==> config.mk <==
export PLATFORM = sky130hd
export DESIGN_NAME = inject_scheduler
export DESIGN_NICKNAME = d
export VERILOG_FILES = /design/src/rtl/inject_pkg.sv /design/src/rtl/payload_regfile.sv /design/src/rtl/inject_scheduler.sv
export SDC_FILE = /design/constraint.sdc
export NUM_CORES = 1
export LEC_CHECK = 0
export CORE_UTILIZATION = 54
export CTS_CLUSTER_SIZE = 14
export DETAILED_ROUTE_END_ITERATION = 6
export PLACE_DENSITY = 0.83
export SETUP_SLACK_MARGIN = 0.4
export SYNTH_ARGS = -nofsm -noshare
export SYNTH_HDL_FRONTEND = slang
export SYNTH_HIERARCHICAL = 1
export SYNTH_SLANG_ARGS = --single-unit
==> constraint.sdc <==
create_clock -name sys_clk -period 4.2 [get_ports sys_clk]
set_input_delay 0.84 -clock sys_clk [delete_from_list [all_inputs] [get_ports sys_clk]]
set_output_delay 0.84 -clock sys_clk [all_outputs]
set_load 0.005 [all_outputs]
==> src/rtl/inject_pkg.sv <==
// Shared definitions for the inject scheduler: FSM encoding, counter width
// and the saturating increment used by the optional injection counter.
package inject_pkg;

    typedef enum logic [1:0] {
        IDLE       = 2'd0,
        WAIT_READY = 2'd1,
        WAIT_DONE  = 2'd2,
        RELEASE    = 2'd3
    } state_e;

    localparam int INJECT_COUNT_W = 16;

    function automatic logic [INJECT_COUNT_W-1:0] sat_inc(input logic [INJECT_COUNT_W-1:0] v);
        return (&v) ? v : v + INJECT_COUNT_W'(1);
    endfunction

endpackage

==> src/rtl/payload_regfile.sv <==
// Payload word storage: synchronous write, asynchronous read, no reset needed.
module payload_regfile #(
    parameter int NUM_DATA_BITS = 8,
    parameter int PAYLOAD_DEPTH = 4,
    parameter int ADDR_W        = $clog2(PAYLOAD_DEPTH)
) (
    input  logic                     clk,
    input  logic                     wr_en_i,
    input  logic [ADDR_W-1:0]        wr_addr_i,
    input  logic [NUM_DATA_BITS-1:0] wr_data_i,
    input  logic [ADDR_W-1:0]        rd_addr_i,
    output logic [NUM_DATA_BITS-1:0] rd_data_o
);

    logic [NUM_DATA_BITS-1:0] mem_q [PAYLOAD_DEPTH];

    always_ff @(posedge clk) begin
        if (wr_en_i) begin
            mem_q[wr_addr_i] <= wr_data_i;
        end
    end

    assign rd_data_o = mem_q[rd_addr_i];

endmodule

==> src/rtl/inject_scheduler.sv <==
// Watches received bus words for a trigger and then injects a stored payload
// through the fake transmitter. Define INJECT_COUNTER_EN to add inject_count.
module inject_scheduler
    import inject_pkg::*;
#(
    parameter int NUM_DATA_BITS = 8,
    parameter int PAYLOAD_DEPTH = 4
) (
    input  logic                             sys_clk,
    input  logic                             rst,
    input  logic                             enable,
    input  logic [NUM_DATA_BITS-1:0]         trig_value,
    input  logic [$clog2(PAYLOAD_DEPTH):0]   payload_len,
    input  logic                             payload_wr_en,
    input  logic [$clog2(PAYLOAD_DEPTH)-1:0] payload_wr_addr,
    input  logic [NUM_DATA_BITS-1:0]         payload_wr_data,
    input  logic                             recv_new_data,
    input  logic [NUM_DATA_BITS-1:0]         recv_data,
    input  logic                             send_ready,
    input  logic                             send_done,
    output logic                             fake_select,
    output logic                             send_start,
    output logic [NUM_DATA_BITS-1:0]         send_data,
    output logic                             keep_alive,
    output logic                             busy
`ifdef INJECT_COUNTER_EN
    ,
    output logic [INJECT_COUNT_W-1:0]        inject_count
`endif
);

    localparam int ADDR_W = $clog2(PAYLOAD_DEPTH);
    localparam int LEN_W  = ADDR_W + 1;
    localparam logic [LEN_W-1:0] DEPTH_LEN = LEN_W'(PAYLOAD_DEPTH);

    state_e                   state_q, state_d;
    logic [ADDR_W-1:0]        idx_q, idx_d;
    logic [LEN_W-1:0]         eff_len_q, eff_len_d;
    logic                     send_start_q, send_start_d;
    logic [NUM_DATA_BITS-1:0] send_data_q, send_data_d;
    logic [NUM_DATA_BITS-1:0] rd_data;
    logic                     busy_w;
    logic                     trig_hit;
    logic                     last_word;
    logic                     more_words;

    assign busy_w     = (state_q != IDLE);
    assign trig_hit   = enable && recv_new_data && (recv_data == trig_value) && (payload_len != '0);
    assign last_word  = ({1'b0, idx_q} == (eff_len_q - LEN_W'(1)));
    assign more_words = ({1'b0, idx_q} <  (eff_len_q - LEN_W'(1)));

    // Writes are gated while busy so a running sequence sees a frozen payload;
    // a write on the trigger cycle still lands because the FSM is still IDLE.
    payload_regfile #(
        .NUM_DATA_BITS (NUM_DATA_BITS),
        .PAYLOAD_DEPTH (PAYLOAD_DEPTH),
        .ADDR_W        (ADDR_W)
    ) u_payload (
        .clk       (sys_clk),
        .wr_en_i   (payload_wr_en && !busy_w),
        .wr_addr_i (payload_wr_addr),
        .wr_data_i (payload_wr_data),
        .rd_addr_i (idx_q),
        .rd_data_o (rd_data)
    );

    always_ff @(posedge sys_clk) begin
        if (rst) begin
            state_q      <= IDLE;
            idx_q        <= '0;
            eff_len_q    <= '0;
            send_start_q <= 1'b0;
            send_data_q  <= '0;
        end else begin
            state_q      <= state_d;
            idx_q        <= idx_d;
            eff_len_q    <= eff_len_d;
            send_start_q <= send_start_d;
            send_data_q  <= send_data_d;
        end
    end

    always_comb begin
        state_d      = state_q;
        idx_d        = idx_q;
        eff_len_d    = eff_len_q;
        send_start_d = 1'b0;
        send_data_d  = send_data_q;
        case (state_q)
            IDLE: begin
                if (trig_hit) begin
                    state_d   = WAIT_READY;
                    idx_d     = '0;
                    eff_len_d = (payload_len > DEPTH_LEN) ? DEPTH_LEN : payload_len;
                end
            end
            WAIT_READY: begin
                // send_data is registered with the start pulse and held until the next word.
                if (send_ready) begin
                    send_start_d = 1'b1;
                    send_data_d  = rd_data;
                    state_d      = WAIT_DONE;
                end
            end
            WAIT_DONE: begin
                if (send_done) begin
                    if (last_word) begin
                        state_d = RELEASE;
                    end else begin
                        idx_d   = idx_q + ADDR_W'(1);
                        state_d = WAIT_READY;
                    end
                end
            end
            RELEASE: begin
                state_d = IDLE;
            end
            default: begin
                state_d = IDLE;
            end
        endcase
    end

    assign fake_select = busy_w;
    assign busy        = busy_w;
    assign keep_alive  = ((state_q == WAIT_READY) || (state_q == WAIT_DONE)) && more_words;
    assign send_start  = send_start_q;
    assign send_data   = send_data_q;

`ifdef INJECT_COUNTER_EN
    logic [INJECT_COUNT_W-1:0] inject_count_q;

    always_ff @(posedge sys_clk) begin
        if (rst) begin
            inject_count_q <= '0;
        end else if (state_q == RELEASE) begin
            inject_count_q <= sat_inc(inject_count_q);
        end
    end

    assign inject_count = inject_count_q;
`endif

endmodule
**Word-level counts from Yosys, hierarchy flattened**

Memories as Yosys holds them, arrays and structs flattened. A register that Yosys moved wholly into a read port is not among the register bits.
Index checks and enable logic that the tools add are counted.

- Register bits after elaboration: 8
- RAM bits: 32
- Input bits: 36
- Output and inout bits: 12
- Word-level logic and storage cells: 48
- Memories: 1

Memory list:

| name | words | bits a word | rd ports | clocked after Yosys merged registers in | wr ports | RTL line | text |
|---|---|---|---|---|---|---|---|
| u_payload.mem_q | 4 | 8 | 1 | 1 | 1 | payload_regfile.sv:15 | `logic [NUM_DATA_BITS-1:0] mem_q [PAYLOAD_DEPTH];` |

- Add/subtract/negate cells: 2
- $lt $le $gt $ge: 2
- Equal/unequal tests: 9
- Mux-type cells: 13
- Bitwise operators: 1
- Reductions and logical operators: 16

Operator list:

| cell | count |
|---|---|
| 2-to-1 mux 2 bit | 7 |
| equality test 8 bit | 1 |
| inequality test 2 bit (second input constant) | 4 |
| one-hot mux 2 bit (4 select lines) | 1 |
| logical AND 1 bit | 5 |
| equality test 2 bit (second input constant) | 2 |
| one-hot mux 2 bit (2 select lines) | 1 |
| AND reduction 2 bit | 2 |
| AND reduction 4 bit | 1 |
| nonzero test 2 bit | 2 |
| equality test 2 x 3 -> 1 bit | 1 |
| > comparator 3 bit (second input constant) | 1 |
| less-than comparator 2 x 3 -> 1 bit | 1 |
| 2-to-1 mux 1 bit | 3 |
| 2-to-1 mux 3 bit | 1 |
| AND reduction 3 bit | 1 |
| nonzero test 3 bit | 1 |
| subtractor 3 x 1 -> 3 bit (second input constant) | 1 |
| adder 2 x 1 -> 2 bit (second input constant) | 1 |
| equality test 2 x 1 -> 1 bit (second input constant) | 1 |
| logical NOT 2 bit | 1 |
| OR reduction 2 bit | 1 |
| logical NOT 1 bit | 1 |
| logical OR 1 bit | 1 |
| NOT 1 bit | 1 |

**Depth between registers and ports, before layout**

Gate-level depths: netlist of run 1.

- Depth in word-level cells: 5
- Depth in mapped cells: 8
- Gate-level depth less buffers: 8

**Hierarchy**

Netlist of run 1, hierarchy kept.

By module, submodules not included:

| module | instances | cells an instance | area each (um^2) | seq. area each (um^2) |
|---|---|---|---|---|
| payload_regfile | 1 | 46 | 1188.6 | 960.9 |
| inject_scheduler | 1 | 120 | 987.2 | 320.3 |

**Least setup slack after synthesis of run 1**

No wires, ideal clock.

- Kind: input port to flip-flop
- Start: in trig_value[5]
- End: reg eff_len_q[1]
- Library setup time: 0.066 ns
- Arrival: 2.056 ns
- Required time: 4.134 ns
- Setup slack: 2.078 ns
- Stages on the path: 5
- Buffers on the path: 0
- Cells stage by stage: xor2_1 > nor4_2 > nand4_2 > or3b_1 > a21oi_2

- Longest elaborated chain between the ends: 4

RTL lines:

| element | RTL line | text |
|---|---|---|
| start, declared | inject_scheduler.sv:12 | `input logic [NUM_DATA_BITS-1:0] trig_value,` |
| equality test 8 bit | inject_scheduler.sv:48 | `assign trig_hit = enable && recv_new_data && (recv_data == trig_value) && (payload_len != '0);` |
| logical AND 1 bit (2 in a row) | inject_scheduler.sv:48 |  |
| AND reduction 2 bit (no source line) | -- |  |
| end signal, assigned | inject_scheduler.sv:77 | `eff_len_q <= eff_len_d;` |
| end, declared | inject_scheduler.sv:38 | `logic [LEN_W-1:0] eff_len_q, eff_len_d;` |

No other way between the ends.
A chain may end at the register's enable or synchronous reset.

**Worst setup path in the final report of run 1**

- Start: reg idx_q[0]
- End: out keep_alive

- Longest elaborated chain between the ends: 2

RTL lines:

| element | RTL line | text |
|---|---|---|
| start, declared | inject_scheduler.sv:37 | `logic [ADDR_W-1:0] idx_q, idx_d;` |
| start signal, assigned | inject_scheduler.sv:76 | `idx_q <= idx_d;` |
| less-than comparator 2 x 3 -> 1 bit | inject_scheduler.sv:50 | `assign more_words = ({1'b0, idx_q} < (eff_len_q - LEN_W'(1)));` |
| logical AND 1 bit | inject_scheduler.sv:126 | `assign keep_alive = ((state_q == WAIT_READY) \|\| (state_q == WAIT_DONE)) && more_words;` |
| end, declared | inject_scheduler.sv:24 | `output logic keep_alive,` |

No other way between the ends.

==> results of run 1 <==
## layout by cell type (no fill, tap or decap), types with 2 or more instances in the layout
cell / Yosys / routed
sky130_fd_sc_hd__nor2b_1: 2 / 2
sky130_fd_sc_hd__dfxtp_1: 16 / 16
sky130_fd_sc_hd__nor4_1: 2 / 2
sky130_fd_sc_hd__nand2b_1: 2 / 2
sky130_fd_sc_hd__inv_1: 9 / 9
sky130_fd_sc_hd__xor2_1: 9 / 9
sky130_fd_sc_hd__nor2_1: 6 / 6
sky130_fd_sc_hd__mux4_2: 8 / 8
sky130_fd_sc_hd__clkdlybuf4s50_1: 0 / 47
sky130_fd_sc_hd__clkbuf_8: 0 / 5
sky130_fd_sc_hd__ha_1: 7 / 7
sky130_fd_sc_hd__nand3_1: 11 / 11
sky130_fd_sc_hd__and3b_1: 3 / 3
sky130_fd_sc_hd__nor4_2: 2 / 2
sky130_fd_sc_hd__a21oi_1: 11 / 11
sky130_fd_sc_hd__edfxtp_1: 32 / 32
sky130_fd_sc_hd__nand2_1: 16 / 16
sky130_fd_sc_hd__or3b_1: 2 / 2
## area by class of cell
| cell class | instances | share of cell area (%) |
|---|---|---|
| Tap cell | 48 | 2.17 |
| Inverter | 9 | 1.22 |
| Clock buffer | 5 | 2.49 |
| Timing Repair Buffer | 47 | 17.0 |
| Sequential cell | 48 | 46.4 |
| Clock inverter | 3 | 1.54 |
| Multi-Input combinational cell | 102 | 29.2 |
## sequential cells by signal, summed over array words and instances (netlist names)
register / flops
send_start: 1
state_q: 2
idx_q: 2
eff_len_q: 3
send_data: 8
u_payload/mem_q: 32
## per-layer routing
| layer | part of all wire, % | up-vias | global-route usage, % |
|---|---|---|---|
| met4 | 1.3 | 0 | 4.89 |
| met5 | 0 | - | 0 |
| met1 | 43 | 705 | 26.2 |
| met2 | 52 | 27 | 38.4 |
| li1 | - | 708 | - |
| met3 | 3.4 | 6 | 7.29 |
## stage by stage
stage	setup slack, ns	instances	cell area, µm²	hold WS (ns)
floorplan	2.08	166	2180	0.429
global route	0.987	262	2760	0.501
CTS	1.16	262	2760	0.468
finish	1.19	262	2760	0.469
detailed placement	1.24	254	2650	0.456
global placement	1.45	254	2650	0.443
## final timing paths
kind                     start                     to  slack [ns]  cells after the start
hold / removal    send_data[6]           send_data[6]        0.47                      2
setup reg to reg    state_q[0]  u_payload/mem_q[0][3]        1.81                      4
setup / recovery      idx_q[0]             keep_alive        1.19                      6
hold reg to reg   send_data[6]           send_data[6]        0.47                      2
## critical path, delay by kind of cell (launching register included)
family	cells	cell delay (ns)
AOI/OAI and AO/OA	2	0.22
adders and majority gates	1	0.24
buffers and inverters	3	0.65
DFF	1	0.76
## cells by family (layout without fill, tap and decap cells)
group,after synthesis,after routing,share of synthesized area [%]
multiplexers,9,9,8.74
adder cells (fa/ha/maj),7,7,4.03
XOR/XNOR,9,9,3.62
AO/OA/AOI/OAI,22,22,6.44
flip-flops,48,48,58.9
AND/OR/NAND/NOR,55,55,14.3
buffers and inverters,16,64,4.03
## power groups by stage
stage / sequential [µW] / combinational, µW / clock [µW]
final: 550 / 225 / 320
after global routing: 554 / 248 / 351
after CTS: 551 / 226 / 327
after detailed placement: 562 / 224 / 0
after global placement: 560 / 216 / 0
after floorplan: 559 / 121 / 0
==> reports/metrics.yaml, run 1 <==
synth.most_common_cell: "sky130_fd_sc_hd__edfxtp_1"
finalWeightedCongestion: 0.866
synth_top_area_share_pct: 44.2
worst-endpoint-arrival_ns: 2.17
post_synth_main_area_contributors: "sky130_fd_sc_hd__edfxtp_1 (44%), sky130_fd_sc_hd__dfxtp_1 (15%), sky130_fd_sc_hd__mux4_2 (8.3%)"
sw_frac_of_total_pct: 24.1
cts.repair_timing.setup_buffer_count: 0
ys_async_sr_fraction_pct: 0
grt-ovfl-total: 0
synth-seq-area-share_pct: 58.9
die_h_um: 65.5
crit_path_end_kind: "output pin"
power_leakage_uw: 0.000965
clock_latency_ns: 0.29
grt_start_max_net_pins: 20
first_global_vias: 1480
dr.first_iter.drc_count: 68
grt_setup_unrepaired: "no"
ys_ff_latch: 48
cp_cell_sequence: "inv_1, ha_1, inv_1, a21oi_1, o21a_1, clkdlybuf4s50_1"
drc: 0
p_int_uw: 831
synth-main-ff-cell: "sky130_fd_sc_hd__edfxtp_1"
status: "completed"
cts_made_buffers: 5
insertedDiodeCount: 0
worst_path_largest_cell_delay_ns: 0.76
grt.total_usage_pct: 22.0
tritoncts: "done"
actual_slew_at_the_worst_max_slew_pin_ns: 1.29
grt_antenna_before_repair: 0
period_share_pct: 71.6
final_clock_skew_ns: 0.00519
dieWidth_um: 65.5
slew_headroom_pct: 13.5
yosysTopAreaCell: "sky130_fd_sc_hd__edfxtp_1"
final_layout_size_suffix_gt1_share_pct: 8.88
fp.coreArea_um2: 3770
cts_root_buffer: "sky130_fd_sc_hd__clkbuf_8"
clkSinkCount: 48
route.vias.total: 1446
clock_power_share_pct: 29.2
ioPinCount: 48
h-tree-depth: 2
report.final.slew_viol_count: 0
number_of_gates_resized_after_cts: 0
crit_path_frequent_cell: "sky130_fd_sc_hd__inv_1"
postSynthCellCount: 166
clockBufferDepth: 2
ys_types: 41
post-dp-hpwl_um: 3130
maxClockFrequency_mhz: 333
syn-num-nets: 209
synth_commonest_cells: "sky130_fd_sc_hd__edfxtp_1 (32), sky130_fd_sc_hd__dfxtp_1 (16), sky130_fd_sc_hd__nand2_1 (16)"
power_per_cell_area_nw_per_um2: 396
total_of_hold_buffers_inserted_after_clock_tree_synthesis: 0
finalSetupViolCount: 0
post-route-min-period_ns: 3.01
multiInputGateArea_um2: 807
avgViaCountPerCell: 5.52
fin_setup_tns_ns: 0
irDropWorstVdd_mv: 0.316
post_synth_edffs: 32
die_outline_area_um2: 4290
comb_power_share_pct: 20.5
sequential_fraction_of_design_power_pct: 50.2
final_core_utilization_pct: 73.3
critPathSlowestCell: "sky130_fd_sc_hd__dfxtp_1"
grt_pass1_wl_um: 6870
hold_path.class: "reg -> reg"
worst_setup_hold_path_clk_slew_ns: 0.08
drtPass1Iterations: 4
syn-cell-area_um2: 2180
worst_ep_required_time_ns: 3.36
power_uw: 1100
ff_latch_area_um2: 1280
route.detailed.wl_per_inst_um: 15.5
timing.setup.critical_path_class: "reg -> out"
ant_nets: 0
nNetsFinal: 256
number_of_port_buffers: 47
p_sw_uw: 264
area_growth_syn_to_layout_pct: 27.0
num-fill-cells: 248
initial_core_utilization_pct: 57.7
post_synth.cell_area_avg_um2: 13.1
path_max_fanout: 12
finalWirelength_um: 4060
final-hold-violation-count: 0
worst_setup_path_start_kind: "flip-flop"
drv.max_cap_violation_count: 0
ys_warn_count: 6
row_count: 22
Note: power is estimated with default switching activity, not from simulation.
==> inputs of run 2 (changes only) <==
--- a/config.mk
+++ b/config.mk
@@ -5,10 +5,10 @@
 export SDC_FILE = /design/constraint.sdc
 export NUM_CORES = 1
 export LEC_CHECK = 0
-export CORE_UTILIZATION = 54
+export CORE_UTILIZATION = 50
 export CTS_CLUSTER_SIZE = 14
 export DETAILED_ROUTE_END_ITERATION = 6
-export PLACE_DENSITY = 0.83
+export PLACE_DENSITY = 0.77
 export SETUP_SLACK_MARGIN = 0.4
 export SYNTH_ARGS = -nofsm -noshare
 export SYNTH_HDL_FRONTEND = slang
==> constraint.sdc (replaced) <==
create_clock -name sys_clk -period 2.85 [get_ports sys_clk]
set_input_delay 0.57 -clock sys_clk [delete_from_list [all_inputs] [get_ports sys_clk]]
set_output_delay 0.57 -clock sys_clk [all_outputs]
set_load 0.005 [all_outputs]
==> run 2 against run 1 <==
  * Register-to-register slack got worse by 1.0 ns
  * Combinational power increased by 48%
  * Final area unchanged
  * Worst setup slack worse by 0.68 ns
  * Die area is 7.8% higher
  * Global-route usage is 1.0 points lower
  * Hold slack worse by 0.0045 ns
  * Cell count is 1.9% higher
==> reports/metrics.yaml, run 2 (synthesis gave the netlist of run 1 again) <==
report.final.slew_viol_count: 0
timing.setup.critical_path_class: "reg -> out"
dr.first_iter.drc_count: 82
drtPass1Iterations: 4
drc: 0
hold_path.class: "reg -> reg"
grt_antenna_before_repair: 0
grt_setup_unrepaired: "no"
post-route-min-period_ns: 2.34
worst_ep_required_time_ns: 2.28
final_layout_size_suffix_gt1_share_pct: 11.1
power_per_cell_area_nw_per_um2: 551
worst_setup_path_start_kind: "flip-flop"
finalSetupViolCount: 0
dieWidth_um: 68.0
first_global_vias: 1545
final_cell_mix: "sky130_fd_sc_hd__clkdlybuf4s50_1 (46), sky130_fd_sc_hd__edfxtp_1 (32), sky130_fd_sc_hd__nand2_1 (16)"
drv.max_cap_violation_count: 0
max_ffs_per_register: 32
final_core_utilization_pct: 67.6
route.vias.total: 1495
worst-endpoint-arrival_ns: 1.77
slew_headroom_pct: 71.3
insertedDiodeCount: 0
final_clock_skew_ns: 0.00732
die_outline_area_um2: 4620
cts_made_buffers: 5
area_growth_syn_to_layout_pct: 27.0
status: "completed"
crit_path_end_kind: "output pin"
groute.layer.met1.usage_pct: 25.2
path_max_fanout: 2
h-tree-depth: 2
grt_pass1_wl_um: 6840
avgViaCountPerCell: 5.60
initial_core_utilization_pct: 53.2
regMostFlops: "u_payload/mem_q"
fp.coreArea_um2: 4090
route.detailed.wl_per_inst_um: 15.9
tritoncts: "done"
num-fill-cells: 308
irDropWorstVdd_mv: 0.365
grt.total_usage_pct: 21.0
row_count: 23
final-hold-violation-count: 0
clkSinkCount: 48
fin_setup_tns_ns: 0
commonest_non_fill_non_tap_cell_in_the_layout: "sky130_fd_sc_hd__clkdlybuf4s50_1"
cts.repair_timing.setup_buffer_count: 0
finalWeightedCongestion: 0.855
grt_util_met3_pct: 5.00
actual_slew_at_the_worst_max_slew_pin_ns: 0.430
use_met2_pct: 35.3
number_of_port_buffers: 47
power_leakage_uw: 0.000971
grt_start_max_net_pins: 16
clockBufferDepth: 2
cts_root_buffer: "sky130_fd_sc_hd__clkbuf_8"
die_h_um: 68.0
nNetsFinal: 259
total_of_hold_buffers_inserted_after_clock_tree_synthesis: 0
finalWirelength_um: 4250
global_route.peak_usage_layer: "met2"
post-dp-hpwl_um: 3290
ioPinCount: 48
grt-ovfl-total: 0
worst_setup_hold_path_clk_slew_ns: 0.08
clock_latency_ns: 0.29
maxClockFrequency_mhz: 428
period_share_pct: 82.0
ant_nets: 0
-- run 2: what timing repair did --
action	CTS	global route
endpoints found under the setup margin	1	0
resized for setup	3	0
hold endpoints to repair	0	0
-- run 2: worst max-delay path, cell delays in order (launching register included) --
cell	delay, ns
sky130_fd_sc_hd__dfxtp_2	0.34
sky130_fd_sc_hd__inv_1	0.06
sky130_fd_sc_hd__ha_1	0.29
sky130_fd_sc_hd__ha_1	0.30
sky130_fd_sc_hd__a21oi_1	0.06
sky130_fd_sc_hd__o21a_1	0.16
sky130_fd_sc_hd__dlygate4sd2_1	0.26
-- run 2: final timing paths --
kind,startpoint,end,slack [ns],depth (start not counted)
max,eff_len_q[0],keep_alive,0.51,6
max reg2reg,eff_len_q[0],idx_q[1],0.81,8
min,send_data[7],send_data[7],0.46,2
min reg2reg,send_data[7],send_data[7],0.46,2
-- run 2: power breakdown --
group	switching [µW]	internal (µW)	total (µW)
combinational	165	169	334
sequential	15.7	794	810
clock	208	171	379
-- run 2: cell type report --
| cell class | instances | area, µm² | area share, % |
|---|---|---|---|
| multi-input cells | 102 | 807 | 29.2 |
| repair buffers | 50 | 492 | 17.8 |
| inverters | 9 | 33.8 | 1.22 |
| flip-flops and latches | 48 | 1280 | 46.4 |
| clock inverters | 2 | 12.5 | 0.453 |
| clock buffers | 6 | 72.6 | 2.63 |
| well taps | 50 | 62.6 | 2.26 |
-- run 2: per-stage QoR --
step / area [µm²] / total power [µW] / setup slack (ns) / instances / hold slack (ns)
5_1_grt: 2760 / 1590 / 0.454 / 267 / 0.488
3_3_place_gp: 2680 / 1150 / 0.509 / 259 / 0.446
2_1_floorplan: 2180 / 1000 / 0.978 / 166 / 0.429
6_report: 2760 / 1520 / 0.513 / 267 / 0.465
3_5_place_dp: 2680 / 1160 / 0.419 / 259 / 0.454
4_1_cts: 2760 / 1540 / 0.495 / 267 / 0.466
-- run 2: routing by layer --
metal,up-vias,wire length [µm]
li1,712,-
met1,730,1790
met2,45,2240
met3,8,157
met4,0,65
met5,-,0
==> inputs of run 3 (changes only) <==
--- a/config.mk
+++ b/config.mk
@@ -5,10 +5,10 @@
 export SDC_FILE = /design/constraint.sdc
 export NUM_CORES = 1
 export LEC_CHECK = 0
-export CORE_UTILIZATION = 50
+export CORE_UTILIZATION = 45
 export CTS_CLUSTER_SIZE = 14
 export DETAILED_ROUTE_END_ITERATION = 6
-export PLACE_DENSITY = 0.77
+export PLACE_DENSITY = 0.73
 export SETUP_SLACK_MARGIN = 0.4
 export SYNTH_ARGS = -nofsm -noshare
 export SYNTH_HDL_FRONTEND = slang
==> constraint.sdc (replaced) <==
create_clock -name sys_clk -period 2 [get_ports sys_clk]
set_input_delay 0.4 -clock sys_clk [delete_from_list [all_inputs] [get_ports sys_clk]]
set_output_delay 0.4 -clock sys_clk [all_outputs]
set_load 0.005 [all_outputs]
==> run 3 against run 2 <==
  * Flip-flop and latch count unchanged
  * Largest power group unchanged
  * Worst setup slack got worse by 0.46 ns
  * Global-route usage increased by 0.080 points
  * Count of clock-buffer cells in the layout unchanged
  * Core utilization increased by 2.2 points
  * First-iteration DRC count increased by 110%
  * Register-to-register slack got worse by 0.71 ns
  * Critical path depth unchanged
  * Clock skew about the same
  * Final area increased by 14%
==> reports/metrics.yaml, run 3 (synthesis gave the netlist of run 1 again) <==
grt_start_max_net_pins: 19
groute.layer.met1.usage_pct: 25.6
finalWeightedCongestion: 0.890
status: "completed"
worst_path_largest_cell_delay_ns: 0.34
initial_core_utilization_pct: 48.3
post_dp_cell_area_um2: 2770
grt_pass1_wl_um: 7890
h-tree-depth: 2
report.final.slew_viol_count: 0
first_global_vias: 1622
actual_slew_at_the_worst_max_slew_pin_ns: 0.352
area_growth_syn_to_layout_pct: 44.6
maxClockFrequency_mhz: 513
max_ffs_per_register: 32
worst_ep_required_time_ns: 1.60
insertedDiodeCount: 0
hold_path.class: "reg -> reg"
reg2regPathDepth: 9
commonest_non_fill_non_tap_cell_in_the_layout: "sky130_fd_sc_hd__edfxtp_1"
drtPass1Iterations: 4
row_count: 24
cp_cell_sequence: "inv_2, ha_4, ha_4, a21oi_2, o21a_1, buf_2"
period_share_pct: 97.5
clkSinkCount: 48
irDropWorstVdd_mv: 0.559
power_leakage_uw: 0.00120
layoutNonFillerInstCount: 291
post-route-min-period_ns: 1.95
holdWs_ns: 0.467
timing.setup.critical_path_class: "reg -> out"
grt-ovfl-total: 0
grt_antenna_before_repair: 0
multiInputGateArea_um2: 1060
worst-endpoint-arrival_ns: 1.55
regToRegStartpoint: "eff_len_q[0]"
worst_setup_path_start_kind: "flip-flop"
ff_latch_area_um2: 1290
dieWidth_um: 71.5
global_route.peak_usage_layer: "met2"
power_per_cell_area_nw_per_um2: 750
num-fill-cells: 296
die_outline_area_um2: 5120
route.detailed.wl_per_inst_um: 18.6
dr.first_iter.drc_count: 172
path_max_fanout: 2
ant_nets: 0
route.vias.total: 1645
crit-reg2reg-capture: "idx_q[1]"
ioPinCount: 48
finalWirelength_um: 5410
fp.coreArea_um2: 4500
nNetsFinal: 281
grt_util_met3_pct: 4.08
min_to: "send_data[4]"
crit_path_end_kind: "output pin"
use_met2_pct: 37.1
clockBufferDepth: 2
number_of_port_buffers: 47
final_layout_size_suffix_gt1_share_pct: 40.2
cts_made_buffers: 5
avgViaCountPerCell: 5.65
worst_hold_path.num_cells: 2
min_from: "send_data[4]"
stdcell_area_um2: 3150
drv.max_cap_violation_count: 0
critPathSlowestCell: "sky130_fd_sc_hd__dfxtp_2"
final-hold-violation-count: 0
die_h_um: 71.5
dpl.cell_count: 271
worst-r2r-setup-slack_ns: 0.10
post-dp-hpwl_um: 3500
grt.total_usage_pct: 21.0
cts_root_buffer: "sky130_fd_sc_hd__clkbuf_8"
regMostFlops: "u_payload/mem_q"
drc: 0
grt_setup_unrepaired: "yes"
clock_latency_ns: 0.30
crit_path_frequent_cell: "sky130_fd_sc_hd__ha_4"
final_clock_skew_ns: 0.00763
final_cell_mix: "sky130_fd_sc_hd__edfxtp_1 (32), sky130_fd_sc_hd__buf_4 (25), sky130_fd_sc_hd__clkdlybuf4s50_1 (20)"
tritoncts: "done"
worst_setup_hold_path_clk_slew_ns: 0.09
finalSetupViolCount: 0
slew_headroom_pct: 76.5
==> run 3: final cells by class <==
type	count	area share, %
timing repair buffer	72	19.2
inverter	9	1.31
tap	52	2.07
clock buffer	6	2.31
sequential	48	40.9
clock inverter	2	0.398
multi-input combinational	102	33.8
==> run 3: critical path, delay by kind of cell, from the launching register on <==
family	cells	cell delay, ns
fa+ha+maj	2	0.51
flops	1	0.34
compound gates	2	0.22
buf+inv	2	0.17
==> run 3: layer usage <==
| layer | vias up | share of wire (%) | wire, µm |
|---|---|---|---|
| met2 | 56 | 53 | 2880 |
| met3 | 17 | 3.6 | 194 |
| li1 | 755 | - | - |
| met4 | 0 | 2.9 | 155 |
| met1 | 817 | 40 | 2170 |
| met5 | - | 0 | 0 |
==> run 3: stage by stage <==
stage | TNS [ns] | util [%] | setup WS (ns) | power (µW)
global placement | -0.573 | 61.4 | -0.131 | 1660
CTS | 0 | 66.8 | 0.0857 | 2260
finish | 0 | 69.9 | 0.0504 | 2360
floorplan | 0 | - | 0.241 | 1430
global route | 0 | 69.9 | 0.0178 | 2450
detailed placement | -1.05 | 61.4 | -0.211 | 1680
==> run 3: how the worst max path moves through the flow <==
stage	endpoint	cells after the start	slack, ns	startpoint
after detailed placement	eff_len_q[0]	6	-0.21	trig_value[7]
final	keep_alive	6	0.05	eff_len_q[0]
after global routing	keep_alive	6	0.02	eff_len_q[0]
after floorplan	idx_q[1]	8	0.24	eff_len_q[0]
after global placement	state_q[1]	6	-0.13	payload_len[0]
after CTS	keep_alive	6	0.09	eff_len_q[1]
==> run 3: what timing repair did <==
item                                    CTS  global route
resized for setup                        71            34
gates cloned                              0             0
hold buffers                              0             0
endpoints found under the setup margin   34            36
setup buffers                             6             6
pin swaps                                19            18
==> run 3: power breakdown <==
part,switching (µW),internal [µW],total [µW]
registers,29.0,1130,1160
logic,313,320,633
clock network,320,245,565
total,662,1700,2360
